$ cat config.mk
export PLATFORM = sky130hd
export DESIGN_NAME = municao_jogador
export DESIGN_NICKNAME = d
export VERILOG_FILES = /design/src/rtl/jogo_pkg.sv /design/src/rtl/sprite_retangulo.sv /design/src/rtl/municao_jogador.sv
export SDC_FILE = /design/constraint.sdc
export NUM_CORES = 1
export LEC_CHECK = 0
export BUFFER_PORTS_ARGS = -buffer_cell sky130_fd_sc_hd__buf_2
export CAP_MARGIN = 20
export CORE_UTILIZATION = 50
export DETAILED_ROUTE_END_ITERATION = 10
export GPL_TIMING_DRIVEN = 1
export PLACE_DENSITY = 0.75
export SLEW_MARGIN = 20
export SYNTH_ARGS = -nofsm -noshare
export SYNTH_HDL_FRONTEND = slang
export SYNTH_HIERARCHICAL = 1
export SYNTH_SLANG_ARGS = --single-unit
$ cat constraint.sdc
create_clock -name clk -period 5.3 [get_ports clk]
set_input_delay 0.795 -clock clk [delete_from_list [all_inputs] [get_ports clk]]
set_output_delay 0.795 -clock clk [all_outputs]
set_load 0.005 [all_outputs]
$ cat src/rtl/jogo_pkg.sv
// Shared play-field definitions for the game blocks.
// Holds the FSM state encoding used by the shot engines, the vertical
// play-field limits, the ship geometry and the shot colour.
package jogo_pkg;

  typedef enum logic [1:0] {
    OCIOSO = 2'd0,
    LANCA  = 2'd1,
    VOO    = 2'd2,
    FIM    = 2'd3
  } estado_t;

  typedef struct packed {
    logic [7:0] r;
    logic [7:0] g;
    logic [7:0] b;
  } cor_t;

  // Vertical limits of the play field
  localparam int unsigned CAMPO_TOPO_Y  = 40;
  localparam int unsigned NAVE_TOPO_Y   = 490;

  // Ship and shot geometry
  localparam int unsigned NAVE_LARG     = 22;
  localparam int unsigned TIRO_LARG     = 2;
  localparam int unsigned TIRO_ALT      = 8;
  localparam int unsigned TIRO_INICIO_Y = NAVE_TOPO_Y - TIRO_ALT;
  localparam int unsigned TIRO_X_OFFSET = (NAVE_LARG - TIRO_LARG) / 2;

  localparam cor_t COR_TIRO = '{r: 8'hFF, g: 8'hFF, b: 8'h00};

endpackage

$ cat src/rtl/sprite_retangulo.sv
// Registered rectangle hit test for a sprite.
// Ports:
//   clk_i, rst_ni        : clock, synchronous active-low reset
//   ativo_i              : sprite visible
//   pos_x_i, pos_y_i     : sprite top-left corner
//   scan_x_i, scan_y_i   : current VGA scan point
//   r_o, g_o, b_o        : COR when the scan point is inside
//                          [x, x+LARG) x [y, y+ALT), else black; one cycle latency
module sprite_retangulo
  import jogo_pkg::*;
#(
  parameter int unsigned LARG = TIRO_LARG,
  parameter int unsigned ALT  = TIRO_ALT,
  parameter cor_t        COR  = COR_TIRO
) (
  input  logic        clk_i,
  input  logic        rst_ni,
  input  logic        ativo_i,
  input  logic [10:0] pos_x_i,
  input  logic [10:0] pos_y_i,
  input  logic [9:0]  scan_x_i,
  input  logic [9:0]  scan_y_i,
  output logic [7:0]  r_o,
  output logic [7:0]  g_o,
  output logic [7:0]  b_o
);

  // One extra bit so the far edge cannot wrap at the top of the 11-bit range
  logic [11:0] x0, x1, y0, y1, sx, sy;
  logic        dentro;
  cor_t        cor_d, cor_q;

  always_comb begin
    x0     = {1'b0, pos_x_i};
    y0     = {1'b0, pos_y_i};
    x1     = x0 + 12'(LARG);
    y1     = y0 + 12'(ALT);
    sx     = {2'b00, scan_x_i};
    sy     = {2'b00, scan_y_i};
    dentro = ativo_i && (sx >= x0) && (sx < x1) && (sy >= y0) && (sy < y1);
    cor_d  = dentro ? COR : '0;
  end

  always_ff @(posedge clk_i) begin
    if (!rst_ni) begin
      cor_q <= '0;
    end else begin
      cor_q <= cor_d;
    end
  end

  assign r_o = cor_q.r;
  assign g_o = cor_q.g;
  assign b_o = cor_q.b;

endmodule

$ cat src/rtl/municao_jogador.sv
// Player shot engine.
// Launches one projectile from the ship nose on a rising edge of the fire
// request, moves it up STEP_PX pixels every STEP_DELAY cycles, and retires it
// at the top of the field or on a hit acknowledge.
// Ports:
//   clk, reset (sync, active low)
//   tiro_ativo_jogador[0] : fire request level (bit 1 unused)
//   posX_Nave             : ship left X, latched at launch
//   acerto                : hit acknowledge, retires the shot while in flight
//   h_counter, v_counter  : VGA scan point
//   posX_Municao, posY_Municao, municao_ativa : shot state (0 when idle)
//   R, G, B               : shot pixel colour, registered
module municao_jogador
  import jogo_pkg::*;
#(
  parameter int unsigned START_Y    = TIRO_INICIO_Y,
  parameter int unsigned TOP_Y      = CAMPO_TOPO_Y,
  parameter int unsigned X_OFFSET   = TIRO_X_OFFSET,
  parameter int unsigned STEP_DELAY = 100000,
  parameter int unsigned STEP_PX    = 4,
  parameter int unsigned LARG       = TIRO_LARG,
  parameter int unsigned ALT        = TIRO_ALT
) (
  input  logic        clk,
  input  logic        reset,
  input  logic [1:0]  tiro_ativo_jogador,
  input  logic [10:0] posX_Nave,
  input  logic        acerto,
  input  logic [9:0]  h_counter,
  input  logic [9:0]  v_counter,
  output logic [10:0] posX_Municao,
  output logic [10:0] posY_Municao,
  output logic        municao_ativa,
  output logic [7:0]  R,
  output logic [7:0]  G,
  output logic [7:0]  B
);

  localparam int unsigned CW      = (STEP_DELAY > 1) ? $clog2(STEP_DELAY) : 1;
  localparam logic [10:0] LIMITE_Y = 11'(TOP_Y + STEP_PX);

  estado_t       estado_q, estado_d;
  logic          fogo_q;
  logic [10:0]   x_q, x_d, y_q, y_d;
  logic          ativa_q, ativa_d;
  logic [CW-1:0] cnt_q, cnt_d;
  logic          evento_fogo, passo;
  logic          unused_tiro;

  assign unused_tiro = tiro_ativo_jogador[1];
  assign evento_fogo = tiro_ativo_jogador[0] & ~fogo_q;
  assign passo       = (cnt_q == CW'(STEP_DELAY - 1));

  // State register and datapath registers
  always_ff @(posedge clk) begin
    if (!reset) begin
      estado_q <= OCIOSO;
      fogo_q   <= tiro_ativo_jogador[0];
      x_q      <= '0;
      y_q      <= '0;
      ativa_q  <= 1'b0;
      cnt_q    <= '0;
    end else begin
      estado_q <= estado_d;
      fogo_q   <= tiro_ativo_jogador[0];
      x_q      <= x_d;
      y_q      <= y_d;
      ativa_q  <= ativa_d;
      cnt_q    <= cnt_d;
    end
  end

  // Next state
  always_comb begin
    estado_d = estado_q;
    case (estado_q)
      OCIOSO: if (evento_fogo) estado_d = LANCA;
      LANCA:  estado_d = VOO;
      VOO:    if (acerto || (passo && (y_q < LIMITE_Y))) estado_d = FIM;
      FIM:    estado_d = OCIOSO;
      default: estado_d = OCIOSO;
    endcase
  end

  // Datapath updates; the retire test is done before the subtraction so Y
  // never wraps below zero.
  always_comb begin
    x_d     = x_q;
    y_d     = y_q;
    ativa_d = ativa_q;
    cnt_d   = cnt_q;
    case (estado_q)
      LANCA: begin
        x_d     = posX_Nave + 11'(X_OFFSET);
        y_d     = 11'(START_Y);
        ativa_d = 1'b1;
        cnt_d   = '0;
      end
      VOO: begin
        if (!acerto) begin
          if (passo) begin
            cnt_d = '0;
            if (y_q >= LIMITE_Y) y_d = y_q - 11'(STEP_PX);
          end else begin
            cnt_d = cnt_q + CW'(1);
          end
        end
      end
      FIM: begin
        x_d     = '0;
        y_d     = '0;
        ativa_d = 1'b0;
        cnt_d   = '0;
      end
      default: ;
    endcase
  end

  assign posX_Municao  = x_q;
  assign posY_Municao  = y_q;
  assign municao_ativa = ativa_q;

  sprite_retangulo #(
    .LARG (LARG),
    .ALT  (ALT),
    .COR  (COR_TIRO)
  ) u_sprite (
    .clk_i    (clk),
    .rst_ni   (reset),
    .ativo_i  (ativa_q),
    .pos_x_i  (x_q),
    .pos_y_i  (y_q),
    .scan_x_i (h_counter),
    .scan_y_i (v_counter),
    .r_o      (R),
    .g_o      (G),
    .b_o      (B)
  );

endmodule
==> Yosys cells after proc, flatten, opt, wreduce, memory -nomap -nowiden <==
Cells that the tools add are included.
{ "word_totals": {"regBits": 67, "input_bits": 36, "output_inout_bits": 47} }
{ "classes": {"addsub": 5, "magnitude_cmp": 6, "n_eq_ne": 9, "mux": 13, "bitwise": 2, "reduce_logical": 14} }
{ "ops": {"columns": ["operator", "count"], "rows": [
  ["17-bit 2-to-1 mux", 2],
  ["17-bit one-hot mux with 2 select lines", 1],
  ["11-bit 2-to-1 mux", 3],
  ["11-bit one-hot mux with 3 select lines", 1],
  ["10-bit by 12-bit less-than comparator with 1-bit output", 2],
  ["24-bit 2-to-1 mux", 1],
  ["10-bit by 11-bit greater-or-equal comparator with 1-bit output", 2],
  ["11-bit one-hot mux with 2 select lines", 1],
  ["17-bit by 1-bit adder with 17-bit output, second input constant", 1],
  ["17-bit == test, second input constant", 1],
  ["11-bit by 2-bit adder with 12-bit output, second input constant", 1],
  ["11-bit by 4-bit adder with 12-bit output, second input constant", 1],
  ["11-bit by 4-bit adder with 11-bit output, second input constant", 1],
  ["11-bit by 6-bit greater-or-equal comparator with 1-bit output, second input constant", 1],
  ["11-bit by 6-bit less-than comparator with 1-bit output, second input constant", 1],
  ["11-bit by 3-bit subtractor with 11-bit output, second input constant", 1],
  ["2-bit != test, second input constant", 5],
  ["2-bit one-hot mux with 4 select lines", 1],
  ["1-bit logical AND", 5],
  ["2-bit == test, second input constant", 2],
  ["2-bit 2-to-1 mux", 2],
  ["2-bit AND reduction", 2],
  ["4-bit AND reduction", 1],
  ["2-bit nonzero test", 2],
  ["other kinds (8)", 8]
]} }

==> Logic depth before layout (Yosys ltp) <==
{ "logic_depth": {"ltp_word": 6, "mapped_depth": 10} }

==> Hierarchy <==
Netlist, hierarchy kept.
{ "modules_own_cells": {"columns": ["module", "instances", "cells_each", "area_each_um2"], "rows": [
  ["municao_jogador", 1, 266, 2293.4],
  ["sprite_retangulo", 1, 168, 1305.0]
]} }

==> Least setup slack after synthesis <==
OpenSTA, ideal clock, no wires.
{ "synth_path": {"path_type": "register -> register", "from": "register y_q[3], in the netlist posY_Municao[3]", "to": "register u_sprite.cor_q (netlist bit u_sprite/r_o[6])", "setup_ns": 0.103, "arrival_time_ns": 2.152, "path_slack_ns": 3.044, "stages_incl_launch_ff": 10, "n_path_buf": 0, "cell_sequence": "dfxtp_1 -> ha_1 -> nand3_1 -> xnor2_1 -> ha_1 -> a21o_1 -> a211oi_1 -> o21ai_0 -> o221a_2 -> a2111oi_2"} }
{ "synth_via": {"elab_chain_len": 4} }
{ "synth_lines": {"columns": ["item", "line", "rtl"], "rows": [
  ["from (decl)", "municao_jogador.sv:44", "logic [10:0] x_q, x_d, y_q, y_d;"],
  ["from (signal assigned)", "municao_jogador.sv:67", "y_q <= y_d;"],
  ["11-bit by 4-bit adder with 12-bit output or 10-bit by 11-bit greater-or-equal comparator with 1-bit output (tied branches)", "sprite_retangulo.sv:37, sprite_retangulo.sv:40", null],
  ["10-bit by 12-bit less-than comparator with 1-bit output or 1-bit logical AND (tied branches)", "sprite_retangulo.sv:40", "dentro = ativo_i && (sx >= x0) && (sx < x1) && (sy >= y0) && (sy < y1);"],
  ["1-bit logical AND (*)", "sprite_retangulo.sv:40", null],
  ["24-bit 2-to-1 mux (*)", "sprite_retangulo.sv:41", "cor_d = dentro ? COR : '0;"],
  ["to (signal assigned)", "sprite_retangulo.sv:48", "cor_q <= cor_d;"],
  ["to (decl)", "sprite_retangulo.sv:31", "cor_t cor_d, cor_q;"]
]} }
Every way passes the cells marked *; elsewhere a longest branch is shown, timed or not.
A chain may end at the register's enable or synchronous reset.

==> Worst setup path in the final report <==
{ "layout_path": {"from": "register y_q[4], in the netlist posY_Municao[4]", "to": "register u_sprite.cor_q (netlist bit u_sprite/r_o[6])"} }
Same word-level chain as after synthesis.

==> run_results.csv <==
group,metric,value,unit
final_layout,nets,568,
final_layout,drive_gt1_share,19.3,%
flow_run,cap_viol_max_count,0,
worst_setup_path,path_buf_inv,0,
timing,min_period_over_period,51.0,%
timing,min_period,2.70,ns
timing,skew,0.00212,ns
min_path,hp-start,"estado_q[1]",
yosys,syn_avg_cell_area,8.29,um2
yosys,synth_ff_type,"dfxtp_1",
placement,dpl_worst_slack,2.50,ns
min_path,whs_endpoint,"estado_q[1]",
die,initial_core_util,52.4,%
global_routing,grtUsageTotal,22.1,%
placement,place_area,0.00388,mm2
clock_network,cts_max_level,2,
placement,port_buffers,72,
clock_network,clock_latency,0.29,ns
clock_network,cts_root_buf,"clkbuf_8",
worst_setup_path,cp.required,5.49,ns
yosys,yosysSeqAreaShare,23.9,%
die,dieWidth,86.8,um
final_layout,area_growth,11.2,%
worst_setup_path,critical-path-top-delay-family,"compound AO/OA/AOI/OAI gates",
clock_network,numCtsBuffers,5,
die,die_area,0.00754,mm2
clock_network,cts_tree,"built",
pwr,powerDensity,351,mW/mm2
final_layout,mostFrequentLayoutCells,"buf_2 (72), ha_1 (47), dfxtp_1 (43)",
drt,first_iter_violations,125,
final_layout,diodes,0,
min_path,hold_class,"flop to flop",
final_layout,regArea,861,um2
clock_network,cts_setup_buffers,0,
clock_network,clockBufferDepth,2,
yosys,ys_ff_latch,43,
placement,post-dp-hpwl,6220,um
worst_setup_path,r2r-end,"u_sprite/r_o[6]",
drt,avgViaCountPerCell,5.55,
timing,max_clock_freq,0.370,GHz
timing,setup-tns-final,0,ns
die,core_area,0.00687,mm2
min_path,hold_depth,2,
drt,vias,3232,
drt,ant_nets,0,
worst_setup_path,crit_arrival,2.89,ns
worst_setup_path,critPathCaptureType,"flop",
final_layout,multi_input_area,0.00242,mm2
global_routing,grt_overflow_total,0,
timing,finalHoldViolations,0,
timing,finalWorstSetupSlack,2.60,ns
worst_setup_path,r2r_setup_slack,2.60,ns
timing,worst_pin_slew,0.819,ns
global_routing,grt_pass1_vias,3099,
worst_setup_path,critical_path.slowest_cell,"dfxtp_1",
die,rows,30,
final_layout,stdcell_area,0.00400,mm2
die,io_pins,83,
drt,drc,0,
clock_network,postCtsResizedCells,0,
global_routing,grt_pass1_wl,13400,um
worst_setup_path,reg2reg_from,"posY_Municao[4]",
timing,drv_slew,0,
worst_setup_path,worstPathMaxFanout,16,
die,die_h,86.8,um
pwr,leakage,1.72,nW
global_routing,antenna_found_initial,0,
worst_setup_path,cp_common_cell,"ha_1",
worst_setup_path,startpoint_type,"flop",
global_routing,grt_max_degree,30,
yosys,yosysWarnings,6,
worst_setup_path,cp_cell_sequence,"ha_1, nand3_1, xnor2_1, ha_1, a21o_1, a211oi_1, o21ai_0, o221a_2, a2111oi_2",
pwr,worst_ir_drop_vdd,0.234,mV
timing,setup_viol,0,
final_layout,fillers,655,
drt,firstDrtPassIters,4,
yosys,synth_edf_count,0,
placement,gp_congestion,0.881,
worst_setup_path,critPathKind,"flop to flop",
final_layout,layout_commonest_cell,"buf_2",
clock_network,cts_num_sinks,43,
worst_setup_path,max_stage_delay,0.67,ns
outcome,status,"finished clean",
yosys,synth.distinct_cells,65,
clock_network,path_clk_slew,0.08,ns
worst_setup_path,r2r_cells,9,
drt,wl,8010,um
clock_network,ctsHoldBuffers,0,
yosys,synthCells,434,
yosys,ys_async_sr_fraction,0,%
yosys,synthesis.area,0.00360,mm2
timing,relSlewSlack,45.3,%
timing,rsz0062_at_grt,"no",
drt,wl_per_cell,13.8,um
[logic make-up after synthesis]
family / synth area share (%)
AOI/OAI and AO/OA: 16.9
other: 0.209
DFF: 23.9
muxes: 2.78
buffers and inverters: 9.74
adders and majority gates: 16.3
xor gates and xnor gates: 7.30
and+or+nand+nor: 22.8
[stage by stage]
step                      std cells  util (%)  power, mW  hold WS (ns)
after floorplan                 442         -      0.957         0.468
after global placement          574      56.5       1.12         0.486
after detailed placement        574      56.5       1.15         0.493
after CTS                       582      58.3       1.41         0.505
after global routing            582      58.3       1.53         0.536
final                           582      58.3       1.40         0.505
[how the worst max path moves through the flow]
stage,slack [ns],cells after the start,endpoint,from
final,2.60,9,u_sprite/r_o[6],posY_Municao[4]
after global routing,2.39,9,u_sprite/r_o[6],posY_Municao[4]
after CTS,2.48,7,cnt_q[15],estado_q[1]
after detailed placement,2.50,7,cnt_q[15],estado_q[1]
after global placement,2.36,7,cnt_q[16],estado_q[1]
after floorplan,3.04,9,u_sprite/r_o[6],posY_Municao[3]
[state kept, by name, indices dropped and copies added, names as in the netlist]
signal and count:
municao_ativa 1, u_sprite/r_o 1, estado_q 2, cnt_q 17
posY_Municao 10, posX_Municao 11, fogo_q 1
[worst register-to-register path: cells and delay by family, from the launching register on]
kind                     cells  cell delay, ns
AO/OA/AOI/OAI                5            1.02
flip-flops                   1            0.67
adder cells (fa/ha/maj)      2            0.63
XOR/XNOR                     1            0.16
AND/OR/NAND/NOR              1            0.12
[synth_stat cells, types with 7 or more instances]
cell type	instances	area (um2)
dfxtp_1	43	861
nor2_1	41	154
ha_1	47	588
mux2i_1	10	100
o21ai_0	17	85.1
inv_1	30	113
nor2b_1	7	43.8
nor3_1	10	50.1
nand4_1	8	50.1
a21oi_1	9	45.0
nand2_1	27	101
buf_4	24	180
nand3_1	21	105
a211oi_1	10	75.1
xnor2_1	21	184
clkbuf_1	11	41.3
xor2_1	9	78.8
[routing by layer]
layer / up-vias / share of wire (%) / routed length (um) / track usage [%]
met2: 86 / 50 / 4040 / 39.9
met1: 1505 / 43 / 3460 / 26.6
met3: 12 / 4.9 / 394 / 3.52
li1: 1629 / - / - / -
met4: 0 / 1.4 / 112 / 7.12
met5: - / 0 / 0 / 0
[report_power, final]
group	internal (mW)	switching (mW)	leakage (nW)
registers	0.381	0.0880	0.350
logic	0.296	0.377	1.31
clock network	0.152	0.109	0.0612
[cell type report]
class                           instances  share of cell area, %
Clock buffer                            6                   2.06
Clock inverter                          2                  0.875
Inverter                               30                   2.81
Multi-Input combinational cell        332                   60.6
Sequential cell                        43                   21.5
Tap cell                               96                   3.00
Timing Repair Buffer                   73                   9.19
(Power assumes the default switching activity.)
